### src/rtl/sram_arb_pkg.sv
// Shared types and constants for the two-port SRAM arbiter.
// Purely declarative; no logic and no latency.
// Default widths match the sram_ctrl port used by the UART checker and the BIST engine.
package sram_arb_pkg;

   typedef enum logic [2:0] {
      IDLE  = 3'd0,
      ISSUE = 3'd1,
      HOLD  = 3'd2,
      WAIT  = 3'd3,
      DONE  = 3'd4
   } arb_state_t;

   // Requester indices: port 0 = UART command checker, port 1 = BIST engine.
   localparam logic P0 = 1'b0;
   localparam logic P1 = 1'b1;

   localparam int SRAM_ADDR_W = 19;
   localparam int SRAM_DATA_W = 8;

   // One-hot strobe vector selecting the given port's ack/done.
   function automatic logic [1:0] port_onehot(input logic port);
      return port ? 2'b10 : 2'b01;
   endfunction

endpackage

### src/rtl/sram_arb_rr.sv
// Two-way request picker: round-robin on last_grant, or port 0 first when FIXED_PRIO=1.
// Latency: purely combinational, the grant register lives in the parent.
// Backpressure: none of its own; the parent only consults it while idle.
module sram_arb_rr
   import sram_arb_pkg::*;
#(
   parameter int FIXED_PRIO = 0
) (
   input  logic [1:0] valid,
   input  logic       last_grant,
   output logic       winner,
   output logic       any
);

   // A lone request always wins; a tie goes to port 0 or to whoever did not win last.
   always_comb begin
      any    = |valid;
      winner = P0;
      if (valid == 2'b11) begin
         winner = (FIXED_PRIO != 0) ? P0 : ~last_grant;
      end else if (valid[1]) begin
         winner = P1;
      end
   end

endmodule

### src/rtl/sram_arbiter.sv
// Shares one sram_ctrl port between the UART checker (port 0) and the BIST engine (port 1).
// Latency: ack 1 clk after valid, mem strobe at +2, done at +3 + sram busy cycles + 1.
// Backpressure: requests are held (no ack) while sram_ctrl is not ready or another access is in flight.
// Optional watchdog on the WAIT state: define SRAM_ARB_TIMEOUT_EN.
module sram_arbiter
   import sram_arb_pkg::*;
#(
   parameter int ADDR_W         = SRAM_ADDR_W,
   parameter int DATA_W         = SRAM_DATA_W,
   parameter int FIXED_PRIO     = 0,
   parameter int TIMEOUT_CYCLES = 1024
) (
   input  logic              clk,
   input  logic              reset,

   input  logic              req0_valid,
   input  logic              req0_rw,
   input  logic [ADDR_W-1:0] req0_addr,
   input  logic [DATA_W-1:0] req0_wdata,
   output logic              req0_ack,
   output logic              req0_done,
   output logic [DATA_W-1:0] req0_rdata,

   input  logic              req1_valid,
   input  logic              req1_rw,
   input  logic [ADDR_W-1:0] req1_addr,
   input  logic [DATA_W-1:0] req1_wdata,
   output logic              req1_ack,
   output logic              req1_done,
   output logic [DATA_W-1:0] req1_rdata,

   output logic              mem,
   output logic              rw,
   output logic [ADDR_W-1:0] addr,
   output logic [DATA_W-1:0] data_f2s,
   input  logic              ready,
   input  logic [DATA_W-1:0] data_s2f_r,

   output logic              err
);

   arb_state_t        state, state_nxt;
   logic              grant_q, grant_nxt;
   logic              last_grant, last_grant_nxt;
   logic              pick, pick_any;
   logic              mem_nxt, rw_nxt;
   logic [ADDR_W-1:0] addr_nxt;
   logic [DATA_W-1:0] wdata_nxt;
   logic [1:0]        ack_nxt, done_nxt;
   logic [DATA_W-1:0] rdata0_nxt, rdata1_nxt;

`ifdef SRAM_ARB_TIMEOUT_EN
   localparam int              TO_W    = $clog2(TIMEOUT_CYCLES) + 1;
   localparam logic [TO_W-1:0] TO_LAST = TO_W'(TIMEOUT_CYCLES - 1);
   logic [TO_W-1:0] to_cnt, to_cnt_nxt;
   logic            err_nxt;
`endif

   sram_arb_rr #(
      .FIXED_PRIO (FIXED_PRIO)
   ) u_rr (
      .valid      ({req1_valid, req0_valid}),
      .last_grant (last_grant),
      .winner     (pick),
      .any        (pick_any)
   );

   // State register; reset drops any in-flight access without a done.
   always_ff @(posedge clk or negedge reset) begin
      if (!reset) state <= IDLE;
      else        state <= state_nxt;
   end

   // Next state plus next value of every registered output.
   always_comb begin
      state_nxt      = state;
      grant_nxt      = grant_q;
      last_grant_nxt = last_grant;
      mem_nxt        = 1'b0;
      rw_nxt         = rw;
      addr_nxt       = addr;
      wdata_nxt      = data_f2s;
      ack_nxt        = 2'b00;
      done_nxt       = 2'b00;
      rdata0_nxt     = req0_rdata;
      rdata1_nxt     = req1_rdata;
`ifdef SRAM_ARB_TIMEOUT_EN
      to_cnt_nxt     = to_cnt;
      err_nxt        = err;
`endif
      unique case (state)
         IDLE: begin
            if (ready && pick_any) begin
               grant_nxt = pick;
               rw_nxt    = pick ? req1_rw    : req0_rw;
               addr_nxt  = pick ? req1_addr  : req0_addr;
               wdata_nxt = pick ? req1_wdata : req0_wdata;
               ack_nxt   = port_onehot(pick);
               state_nxt = ISSUE;
            end
         end
         ISSUE: begin
            mem_nxt   = 1'b1;
            state_nxt = HOLD;
`ifdef SRAM_ARB_TIMEOUT_EN
            to_cnt_nxt = '0;
`endif
         end
         HOLD: begin
            // sram_ctrl only drops ready after seeing mem, so ready is meaningless here.
            state_nxt = WAIT;
`ifdef SRAM_ARB_TIMEOUT_EN
            to_cnt_nxt = to_cnt + 1'b1;
`endif
         end
         WAIT: begin
`ifdef SRAM_ARB_TIMEOUT_EN
            to_cnt_nxt = to_cnt + 1'b1;
`endif
            if (ready) begin
               if (rw) begin
                  if (grant_q) rdata1_nxt = data_s2f_r;
                  else         rdata0_nxt = data_s2f_r;
               end
               done_nxt  = port_onehot(grant_q);
               state_nxt = DONE;
            end
`ifdef SRAM_ARB_TIMEOUT_EN
            else if (to_cnt == TO_LAST) begin
               // Give up on a hung sram_ctrl: flag it and release the requester with zero data.
               err_nxt        = 1'b1;
               if (grant_q) rdata1_nxt = '0;
               else         rdata0_nxt = '0;
               done_nxt       = port_onehot(grant_q);
               last_grant_nxt = grant_q;
               state_nxt      = IDLE;
            end
`endif
         end
         DONE: begin
            last_grant_nxt = grant_q;
            state_nxt      = IDLE;
         end
         default: state_nxt = IDLE;
      endcase
   end

   // Registered outputs and arbitration history.
   always_ff @(posedge clk or negedge reset) begin
      if (!reset) begin
         grant_q    <= P0;
         last_grant <= P1;
         mem        <= 1'b0;
         rw         <= 1'b0;
         addr       <= '0;
         data_f2s   <= '0;
         req0_ack   <= 1'b0;
         req1_ack   <= 1'b0;
         req0_done  <= 1'b0;
         req1_done  <= 1'b0;
         req0_rdata <= '0;
         req1_rdata <= '0;
      end else begin
         grant_q    <= grant_nxt;
         last_grant <= last_grant_nxt;
         mem        <= mem_nxt;
         rw         <= rw_nxt;
         addr       <= addr_nxt;
         data_f2s   <= wdata_nxt;
         req0_ack   <= ack_nxt[0];
         req1_ack   <= ack_nxt[1];
         req0_done  <= done_nxt[0];
         req1_done  <= done_nxt[1];
         req0_rdata <= rdata0_nxt;
         req1_rdata <= rdata1_nxt;
      end
   end

`ifdef SRAM_ARB_TIMEOUT_EN
   // Watchdog counter and sticky error flag; err only clears on reset.
   always_ff @(posedge clk or negedge reset) begin
      if (!reset) begin
         to_cnt <= '0;
         err    <= 1'b0;
      end else begin
         to_cnt <= to_cnt_nxt;
         err    <= err_nxt;
      end
   end
`else
   assign err = 1'b0;

   // The limit has no effect without the watchdog; this empty block keeps it referenced.
   if (TIMEOUT_CYCLES < 2) begin : g_timeout_unused
   end
`endif

endmodule
### config.mk
export PLATFORM = sky130hd
export DESIGN_NAME = sram_arbiter
export DESIGN_NICKNAME = d
export VERILOG_FILES = /design/src/rtl/sram_arb_pkg.sv /design/src/rtl/sram_arb_rr.sv /design/src/rtl/sram_arbiter.sv
export SDC_FILE = /design/constraint.sdc
export NUM_CORES = 1
export LEC_CHECK = 0
export BUFFER_PORTS_ARGS = -buffer_cell sky130_fd_sc_hd__buf_2
export CORE_ASPECT_RATIO = 1.1
export CORE_MARGIN = 2
export CORE_UTILIZATION = 45
export DETAILED_ROUTE_END_ITERATION = 8
export PLACE_DENSITY = 0.86
export SKIP_LAST_GASP = 1
export SLEW_MARGIN = 25
export SYNTH_ARGS = -nofsm -noshare
export SYNTH_HDL_FRONTEND = slang
export SYNTH_SLANG_ARGS = --single-unit
### constraint.sdc
create_clock -name clk -period 1.9 [get_ports clk]
set_input_delay 0.38 -clock clk [delete_from_list [all_inputs] [get_ports clk]]
set_output_delay 0.38 -clock clk [all_outputs]
set_load 0.01 [all_outputs]
==> results of run 1 <==
registers in the layout (all words and copies together), names as in the netlist:
| name | flops |
|---|---|
| addr | 19 |
| state | 3 |
| req0_ack | 1 |
| last_grant | 1 |
| req1_done | 1 |
| grant_q | 1 |
| req0_rdata | 8 |
| req0_done | 1 |
| data_f2s | 8 |
| rw | 1 |
| mem | 1 |
| req1_rdata | 8 |
| req1_ack | 1 |
per-layer routing:
layer	up-vias	track usage, %
met5	-	0
met4	0	6.11
met3	5	4.39
met2	74	29.5
met1	792	21.1
li1	794	-
cell type report:
class	count	area [um2]	share of cell area [%]
clock buffer	8	110	3.44
timing repair buffer	124	678	21.2
inverter	2	7.51	0.235
tap	58	72.6	2.27
sequential	54	1350	42.3
multi-input combinational	91	976	30.5
critical path, cell delays in order (launching register included):
cell and delay, ns:
dfrtp_1 0.46, nand4b_2 0.30, nor3b_4 0.21, buf_4 0.20, mux2_2 0.35
where the power goes:
group / leakage [nW] / switching [mW] / internal [mW]
Clock: 0.0575 / 0.337 / 0.368
Sequential: 0.661 / 0.320 / 1.69
Combinational: 0.887 / 0.767 / 0.975
Total: 1.61 / 1.42 / 3.03
final timing paths:
check                                      from                         to  slack [ns]  cells after the start
min in group asynchronous                 reset       addr[13]$_DFFE_PN0P_        0.52                      2
max in group asynchronous                 reset       addr[14]$_DFFE_PN0P_        0.88                      3
hold reg to reg            addr[16]$_DFFE_PN0P_       addr[16]$_DFFE_PN0P_        0.51                      1
hold / removal                    data_s2f_r[5]  req1_rdata[5]$_DFFE_PN0P_        0.32                      2
setup / recovery           state[2]$_DFFE_PN0P_  req0_rdata[4]$_DFFE_PN0P_        0.27                      4
setup reg to reg           state[2]$_DFFE_PN0P_  req0_rdata[4]$_DFFE_PN0P_        0.27                      4
placed cells by master, fill, tap and decap left out, drive strengths merged, types with 2 or more instances in the layout:
cell and instances:
buf 123, mux2 74, dfrtp 53, clkbuf 8
nor2 2, inv 2, and2 2, nor3b 2
kinds of logic (layout without fill, tap and decap cells):
group	count (synthesis)	after routing	share of synthesized area, %
other	1	1	0.158
DFF	54	54	57.2
muxes	74	74	35.2
buffers and inverters	9	134	2.12
and+or+nand+nor	13	13	4.44
AOI/OAI and AO/OA	3	3	0.899
through the flow:
stage          util [%]  hold slack (ns)  worst slack, ns  cell area [um2]  instances
2_1_floorplan         -           0.0844            0.308             2370        154
3_3_place_gp       61.1            0.318            0.276             3080        328
3_5_place_dp       61.1            0.322            0.223             3080        328
4_1_cts            63.5            0.302            0.258             3200        337
5_1_grt            63.5            0.304            0.206             3200        337
6_report           63.5            0.322            0.270             3200        337
==> reports/qor.yml, run 1 <==
worst_setup_path:
  arrival_ns: 1.81
  crit_required_ns: 2.08
  critPathMaxFanout: 8
  critPathCaptureType: "flip-flop"
  path_class: "flip-flop to flip-flop"
  startpoint_type: "flip-flop"
synth:
  syn_inst: 154
  synth_commonest_cells: "72 x mux2_2, 53 x dfrtp_1, 4 x buf_2"
  synth-edff-count: 0
  synth_top_area_cell: "dfrtp_1"
  synth-async-reset-ratio_pct: 100
  ys_top_cells_by_area: "dfrtp_1 56%, mux2_2 34%, dfstp_2 1.1%, buf_4 0.95%, mux2_1 0.95%"
  ys_warn_count: 0
  yosysMostFrequentCell: "mux2_2"
  ys_ff_latch: 54
  syn_area_um2: 2370
  synth_seq_area_share_pct: 57.2
  synth_top_area_share_pct: 56.1
  synth_nets: 223
  ys.flop_type: "dfrtp_1"
  synth_cell_types: 22
  avgSynthCellArea_um2: 15.4
die:
  die-width_um: 73.1
  fp.coreArea_um2: 5030
  die-area_um2: 5850
  row_count: 27
  start_util_pct: 47.0
  io_pins: 119
  dieHeight_um: 80.1
cts:
  cts_root_buf: "clkbuf_8"
  cts_htree_levels: 2
  cts_sinks: 54
  clkLatencyLatePin_ns: 0.29
  clockBufferDepth: 2
  ctsResizeCount: 0
  clk_pin_slew_ns: 0.09
  cts_hold_buf: 1
  cts_buffers: 5
  cts_tree: "yes"
  cts_setup_buffers: 0
cells_and_area:
  area.growth.synth_to_final_pct: 35.1
  antenna_cells: 0
  nNetsFinal: 347
  drive_above_1_share_pct: 74.9
  n_fill_cell: 392
routing:
  met1_length_um: 2000
  dr.first_iter.drc_count: 43
  met3WireLength_um: 323
  dr_total_vias: 1665
  wl_per_cell_um: 14.1
  drt-vias-per-instance: 4.94
  detail-route-antenna-nets: 0
  drt-total-wl_um: 4740
  dr_wl_met2_um: 2360
  drtPass1Iterations: 3
  drc: 0
  top_layer_used: "met4"
placement:
  place_hpwl_um: 3660
  io_buffers: 117
  gp_congestion: 0.679
global_route:
  track_usage_pct: 17.3
  overflow: 0
  grt_pass1_vias: 1706
  grt_max_degree: 32
  grt_pass1_wl_um: 7700
  antenna_found_initial: 0
sta:
  setup_tns_ns: 0
  timing_max_transition_violations_final: 0
  final.period_utilization_pct: 85.8
  hold_viol: 0
  finalCriticalPeriod_ns: 1.63
  setup_viol: 0
  clock-skew-final_ns: 0.00332
  rsz0062_at_grt: "false"
  max_freq_ghz: 0.614
pwr:
  max-vdd-ir-drop_mv: 0.662
  powerDensity_nw_per_um2: 1390
  cellLeakagePower_nw: 1.61
  power_mw: 4.46
run_status:
  status: "completed"
worst_hold_path:
  hold_path.class: "input pin to flip-flop"
run:
  cap_violations: 0
No activity file was read; power rests on OpenSTA's default activity.
==> run 2: changes to the inputs <==
- CELL_PAD_IN_SITES_DETAIL_PLACEMENT: default -> 0
- CELL_PAD_IN_SITES_GLOBAL_PLACEMENT: default -> 2
- CORE_UTILIZATION: 45 -> 29
- PLACE_DENSITY: 0.86 -> 0.87
==> run 2 against run 1 <==
Against the previous run: clock power fell by 4.8%; critical path depth did not move; final cell count rose by 15%; design area rose by 0.86%; worst hold slack got worse by 0.29 ns; total power fell by 1.5%; highest routed layer unchanged; non-clock buffer count did not move; flip-flop and latch count did not move; via count rose by 1.1%; clock skew rose by 0.0063 ns; critical endpoint is now req0_rdata[6]$_DFFE_PN0P_; clock-buffer cell count fell by 1; largest cell class unchanged.
==> reports/qor.yml, run 2 (synthesis results as in run 1) <==
worst_setup_path:
  path_class: "flip-flop to flip-flop"  # unchanged
  r2r_slack_ns: 0.25  # was 0.27 ns
  crit_required_ns: 2.10  # was 2.08 ns
  r2r_end: "req0_rdata[6]$_DFFE_PN0P_"  # was req0_rdata[4]$_DFFE_PN0P_
  startpoint_type: "flip-flop"  # unchanged
  critPathMaxFanout: 8  # unchanged
  critPathCaptureType: "flip-flop"  # unchanged
  regToRegStartpoint: "state[2]$_DFFE_PN0P_"  # unchanged
  ff2ff_path_depth: 4  # unchanged
  arrival_ns: 1.85  # was 1.81 ns
cts:
  ctsResizeCount: 0  # unchanged
  cts_buffers: 5  # unchanged
  cts_setup_buffers: 0  # unchanged
  cts_tree: "yes"  # unchanged
  clockBufferDepth: 2  # unchanged
  cts_root_buf: "clkbuf_8"  # unchanged
  clkLatencyLatePin_ns: 0.30  # was 0.29 ns
  cts_hold_buf: 0  # was 1
  cts_sinks: 54  # unchanged
  clk_pin_slew_ns: 0.10  # was 0.09 ns
  cts_htree_levels: 2  # unchanged
die:
  die-area_um2: 8900  # was 5850 um2
  row_count: 34  # was 27
  fp.coreArea_um2: 7910  # was 5030 um2
  start_util_pct: 29.9  # was 47.0%
  dieHeight_um: 98.7  # was 80.1 um
  io_pins: 119  # unchanged
  die-width_um: 90.1  # was 73.1 um
sta:
  clock-skew-final_ns: 0.00964  # was 0.00332 ns
  setup_tns_ns: 0  # unchanged
  hold_viol: 0  # unchanged
  setup_viol: 0  # unchanged
  max_slew_margin_pct: 65.8
  timing_max_transition_violations_final: 0  # unchanged
  finalCriticalPeriod_ns: 1.65  # was 1.63 ns
  worst_slew_pin_slew_ns: 0.513
  worst_slack_ns: 0.251  # was 0.270 ns
  whs_ns: 0.0289  # was 0.322 ns
  rsz0062_at_grt: "false"  # unchanged
  final.period_utilization_pct: 86.8  # was 85.8%
  max_freq_ghz: 0.606  # was 0.614 GHz
run_status:
  status: "completed"  # unchanged
worst_hold_path:
  hold_path.class: "input pin to asynchronous set/reset pin"  # was input pin to flip-flop
routing:
  drtPass1Iterations: 2  # was 3
  wl_per_cell_um: 12.7  # was 14.1 um
  met3WireLength_um: 396  # was 323 um
  drc: 0  # unchanged
  detail-route-antenna-nets: 0  # unchanged
  drt-total-wl_um: 4920  # was 4740 um
  dr_wl_met2_um: 2500  # was 2360 um
  met1_length_um: 2000  # about the same
  top_layer_used: "met4"  # unchanged
  drt-vias-per-instance: 4.35  # was 4.94
  dr_total_vias: 1683  # was 1665
  dr.first_iter.drc_count: 45  # was 43
pwr:
  power_mw: 4.39  # was 4.46 mW
  powerDensity_nw_per_um2: 1360  # was 1390 nW/um2
  p_int_mw: 2.96  # was 3.03 mW
  max-vdd-ir-drop_mv: 0.507  # was 0.662 mV
  p_switching_mw: 1.43  # was 1.42 mW
  pwr-share-seq_pct: 45.5  # was 45.1%
  combPwrFrac_pct: 39.3  # was 39.1%
  cellLeakagePower_nw: 1.60  # was 1.61 nW
  clockPowerShare_pct: 15.3  # was 15.8%
  switching_share_pct: 32.6  # was 32.0%
placement:
  dp_slack_ns: 0.180  # was 0.223 ns
  io_buffers: 117  # unchanged
  place_hpwl_um: 3730  # was 3660 um
  placed_cell_area_um2: 3130  # was 3080 um2
  gp_congestion: 0.670  # was 0.679
  dp.cells: 379  # was 328
cells_and_area:
  multiInputGateArea_um2: 983  # was 976 um2
  largest_register: "addr"  # unchanged
  fin_area_um2: 3220  # was 3200 um2
  antenna_cells: 0  # unchanged
  layout_common_cells: "117 x buf_2, 72 x mux2_2, 53 x dfrtp_1"  # unchanged
  area.growth.synth_to_final_pct: 36.3  # was 35.1%
  final_common_cell: "buf_2"  # unchanged
  drive_above_1_share_pct: 74.9  # unchanged
  n_fill_cell: 802  # was 392
  utilization_pct: 40.7  # was 63.5%
  instances_no_fill: 387  # was 337
  nNetsFinal: 347  # unchanged
  largest_reg_flops: 19  # unchanged
  regArea_um2: 1350  # unchanged
global_route:
  grt_pass1_wl_um: 8270  # was 7700 um
  overflow: 0  # unchanged
  grt_pass1_vias: 1742  # was 1706
  grt_max_degree: 24  # was 32
  track_usage_pct: 11.5  # was 17.3%
  antenna_found_initial: 0  # unchanged
run:
  cap_violations: 0  # unchanged
==> run 2: cell count changes in the layout (fill, tap and decap cells not counted) <==
| cell | before | now |
|---|---|---|
| buf_4 | 3 | 6 |
| clkbuf_8 | 8 | 6 |
| buf_12 | 3 | 1 |
| a21boi_2 | 1 | 0 |
| inv_6 | 0 | 1 |
| a21boi_4 | 0 | 1 |
| clkbuf_1 | 0 | 1 |
| dlygate4sd3_1 | 1 | 0 |
==> run 2: cell type report <==
type,count,share of cell area (%)
Clock buffer,7,2.68
Clock inverter,1,0.272
Inverter,2,0.233
Multi-Input combinational cell,91,30.5
Sequential cell,54,41.9
Tap cell,108,4.19
Timing Repair Buffer,124,20.2
==> run 2: power groups by stage <==
stage	Combinational (mW)	Sequential [mW]	Clock, mW
final	1.72	1.99	0.671
after global routing	1.88	2.07	0.752
after CTS	1.77	2.00	0.707
after detailed placement	1.77	2.02	0
after global placement	1.74	2.01	0
after floorplan	0.774	2.23	0
==> run 2: critical path, cell delays in order, from the launching register on <==
cell and delay (ns):
dfrtp_1 0.47, nand4b_2 0.30, nor3b_4 0.22, buf_4 0.21, mux2_2 0.34
==> run 2: worst max path at each step <==
stage	cells after the start	to	from	slack (ns)
floorplan	4	addr[12]$_DFFE_PN0P_	req1_valid	0.31
global placement	5	data_f2s[4]$_DFFE_PN0P_	ready	0.21
detailed placement	5	addr[4]$_DFFE_PN0P_	ready	0.18
CTS	4	req0_rdata[2]$_DFFE_PN0P_	state[2]$_DFFE_PN0P_	0.24
global route	4	req1_rdata[2]$_DFFE_PN0P_	state[2]$_DFFE_PN0P_	0.16
finish	4	req0_rdata[6]$_DFFE_PN0P_	state[2]$_DFFE_PN0P_	0.25
==> run 2: layer usage <==
| metal | track usage, % | up-vias |
|---|---|---|
| li1 | - | 798 |
| met1 | 13.3 | 818 |
| met2 | 20.4 | 63 |
| met3 | 3.98 | 4 |
| met4 | 3.20 | 0 |
| met5 | 0 | - |
==> run 3: changes to the inputs <==
- CTS_BUF_LIST: default -> sky130_fd_sc_hd__clkbuf_16
==> run 3 against run 2 <==
Against the previous run: register-to-register slack is essentially flat; critical path depth is the same; non-clock buffer count stayed put; sequential power about the same; utilization increased by 0.59 points; die area unchanged; largest power group unchanged.
==> reports/qor.yml, run 3 (synthesis results as in run 1) <==
run_status:
  status: "completed"  # unchanged
worst_setup_path:
  r2r_end: "req0_rdata[2]$_DFFE_PN0P_"  # was req0_rdata[6]$_DFFE_PN0P_
  r2r_slack_ns: 0.25  # about the same
  critPathCaptureType: "flip-flop"  # unchanged
  path_buf_inv: 1  # unchanged
  startpoint_type: "flip-flop"  # unchanged
  crit_chain: "nand4b_2 -> nor3b_4 -> buf_4 -> mux2_2"  # unchanged
  critPathMaxFanout: 8  # unchanged
  cp_top_family: "simple AND/OR/NAND/NOR gates"  # unchanged
  path_class: "flip-flop to flip-flop"  # unchanged
  crit_required_ns: 2.08  # was 2.10 ns
  worstSetupEndpoint: "req0_rdata[2]$_DFFE_PN0P_"  # was req0_rdata[6]$_DFFE_PN0P_
  regToRegStartpoint: "state[2]$_DFFE_PN0P_"  # unchanged
  worstSetupPathDepth: 4  # unchanged
  arrival_ns: 1.82  # was 1.85 ns
  critical_path.startpoint: "state[2]$_DFFE_PN0P_"  # unchanged
  ff2ff_path_depth: 4  # unchanged
  critPathSlowestCell: "dfrtp_1"  # unchanged
  slowest_delay_ns: 0.46  # was 0.47 ns
cts:
  ctsResizeCount: 0  # unchanged
  cts_tree: "yes"  # unchanged
  cts_hold_buf: 0  # unchanged
  cts_htree_levels: 2  # unchanged
  cts_root_buf: "clkbuf_16"  # was clkbuf_8
  clk_pin_slew_ns: 0.07  # was 0.10 ns
  clockBufferDepth: 2  # unchanged
  cts_sinks: 54  # unchanged
  clkLatencyLatePin_ns: 0.28  # was 0.30 ns
  cts_setup_buffers: 0  # unchanged
  cts_buffers: 5  # unchanged
die:
  die-width_um: 90.1  # unchanged
  die-area_um2: 8900  # unchanged
  dieHeight_um: 98.7  # unchanged
  row_count: 34  # unchanged
  io_pins: 119  # unchanged
  start_util_pct: 29.9  # unchanged
  fp.coreArea_um2: 7910  # unchanged
routing:
  drt-vias-per-instance: 4.37  # was 4.35
  detail-route-antenna-nets: 0  # unchanged
  drt-total-wl_um: 4940  # was 4920 um
  drtPass1Iterations: 2  # unchanged
  wl_per_cell_um: 12.8  # was 12.7 um
  dr.first_iter.drc_count: 48  # was 45
  drc: 0  # unchanged
  dr_total_vias: 1690  # was 1683
sta:
  clock-skew-final_ns: 0.00637  # was 0.00964 ns
  worst_slack_ns: 0.255  # was 0.251 ns
  finalCriticalPeriod_ns: 1.65  # about the same
  final.period_utilization_pct: 86.6  # was 86.8%
  rsz0062_at_grt: "false"  # unchanged
  worst_slew_pin_slew_ns: 0.516  # was 0.513 ns
  timing_max_transition_violations_final: 0  # unchanged
  setup_tns_ns: 0  # unchanged
  max_slew_margin_pct: 65.6  # was 65.8%
  max_freq_ghz: 0.608  # was 0.606 GHz
  hold_viol: 0  # unchanged
  setup_viol: 0  # unchanged
cells_and_area:
  area.growth.synth_to_final_pct: 38.2  # was 36.3%
  drive_above_1_share_pct: 74.6  # was 74.9%
  largest_register: "addr"  # unchanged
  largest_reg_flops: 19  # unchanged
  final_common_cell: "buf_2"  # unchanged
  nNetsFinal: 347  # unchanged
  instances_no_fill: 387  # unchanged
  fin_area_um2: 3270  # was 3220 um2
  layout_common_cells: "117 x buf_2, 72 x mux2_2, 53 x dfrtp_1"  # unchanged
  antenna_cells: 0  # unchanged
pwr:
  cellLeakagePower_nw: 1.62  # was 1.60 nW
  powerDensity_nw_per_um2: 1410  # was 1360 nW/um2
  max-vdd-ir-drop_mv: 0.570  # was 0.507 mV
  power_mw: 4.60  # was 4.39 mW
global_route:
  met2_usage_pct: 20.2  # was 20.4%
  top_usage_layer: "met2"  # unchanged
  antenna_found_initial: 0  # unchanged
  grt_pass1_wl_um: 8290  # was 8270 um
  overflow: 0  # unchanged
  met1_usage_pct: 13.5  # was 13.3%
  grt_max_degree: 24  # unchanged
  use_met3_pct: 3.98  # unchanged
  track_usage_pct: 11.6  # was 11.5%
  grt_pass1_vias: 1739  # was 1742
placement:
  gp_congestion: 0.670  # unchanged
  place_hpwl_um: 3730  # unchanged
  placed_cell_area_um2: 3130  # unchanged
  dp.cells: 379  # unchanged
  dp_slack_ns: 0.180  # unchanged
  io_buffers: 117  # unchanged
run:
  cap_violations: 0  # unchanged
worst_hold_path:
  hold_path.class: "input pin to asynchronous set/reset pin"  # unchanged
## run 3: changes by cell type in the layout (fill, tap and decap cells not counted), sizes merged
cell,previous run,this run
clkinv,0,1
clkbuf,7,5
inv,3,4
## run 3: worst min-delay path by stage
stage | to | cells after the start
floorplan | addr[0]$_DFFE_PN0P_ | 0
global placement | req0_rdata[5]$_DFFE_PN0P_ | 1
detailed placement | req0_rdata[5]$_DFFE_PN0P_ | 1
CTS | req1_rdata[5]$_DFFE_PN0P_ | 1
global route | req1_rdata[5]$_DFFE_PN0P_ | 1
finish | req0_rdata[2]$_DFFE_PN0P_ | 1
## run 3: where the power goes
group / internal [mW] / leakage [nW] / switching, mW / total, mW
Combinational: 0.969 / 0.886 / 0.755 / 1.72
Clock: 0.484 / 0.0730 / 0.392 / 0.876
Sequential: 1.69 / 0.661 / 0.309 / 2.00
Total: 3.14 / 1.62 / 1.46 / 4.60
## run 3: routing by layer
layer,wire (um),vias up
met4,63,0
met2,2510,60
li1,-,800
met3,385,5
met1,1980,825
met5,0,-
## run 3: layout make-up
cell class	instances	area (um2)
fillers	799	4640
inverters	2	7.51
well taps	108	135
repair buffers	124	651
clock inverters	3	16.3
multi-input cells	91	983
flip-flops and latches	54	1350
clock buffers	5	125
## run 3: worst reg2reg max path, delay by kind of cell, from the launching register on
family	cells	cell delay, ns
multiplexers	1	0.35
buffers and inverters	1	0.21
flip-flops	1	0.46
AND/OR/NAND/NOR	2	0.52
## run 3: stage by stage
stage          hold WS [ns]  util [%]
3_3_place_gp          0.375      39.5
6_report             0.0576      41.3
2_1_floorplan        0.0844         -
4_1_cts              0.0714      41.3
3_5_place_dp          0.381      39.5
5_1_grt              0.0915      41.3
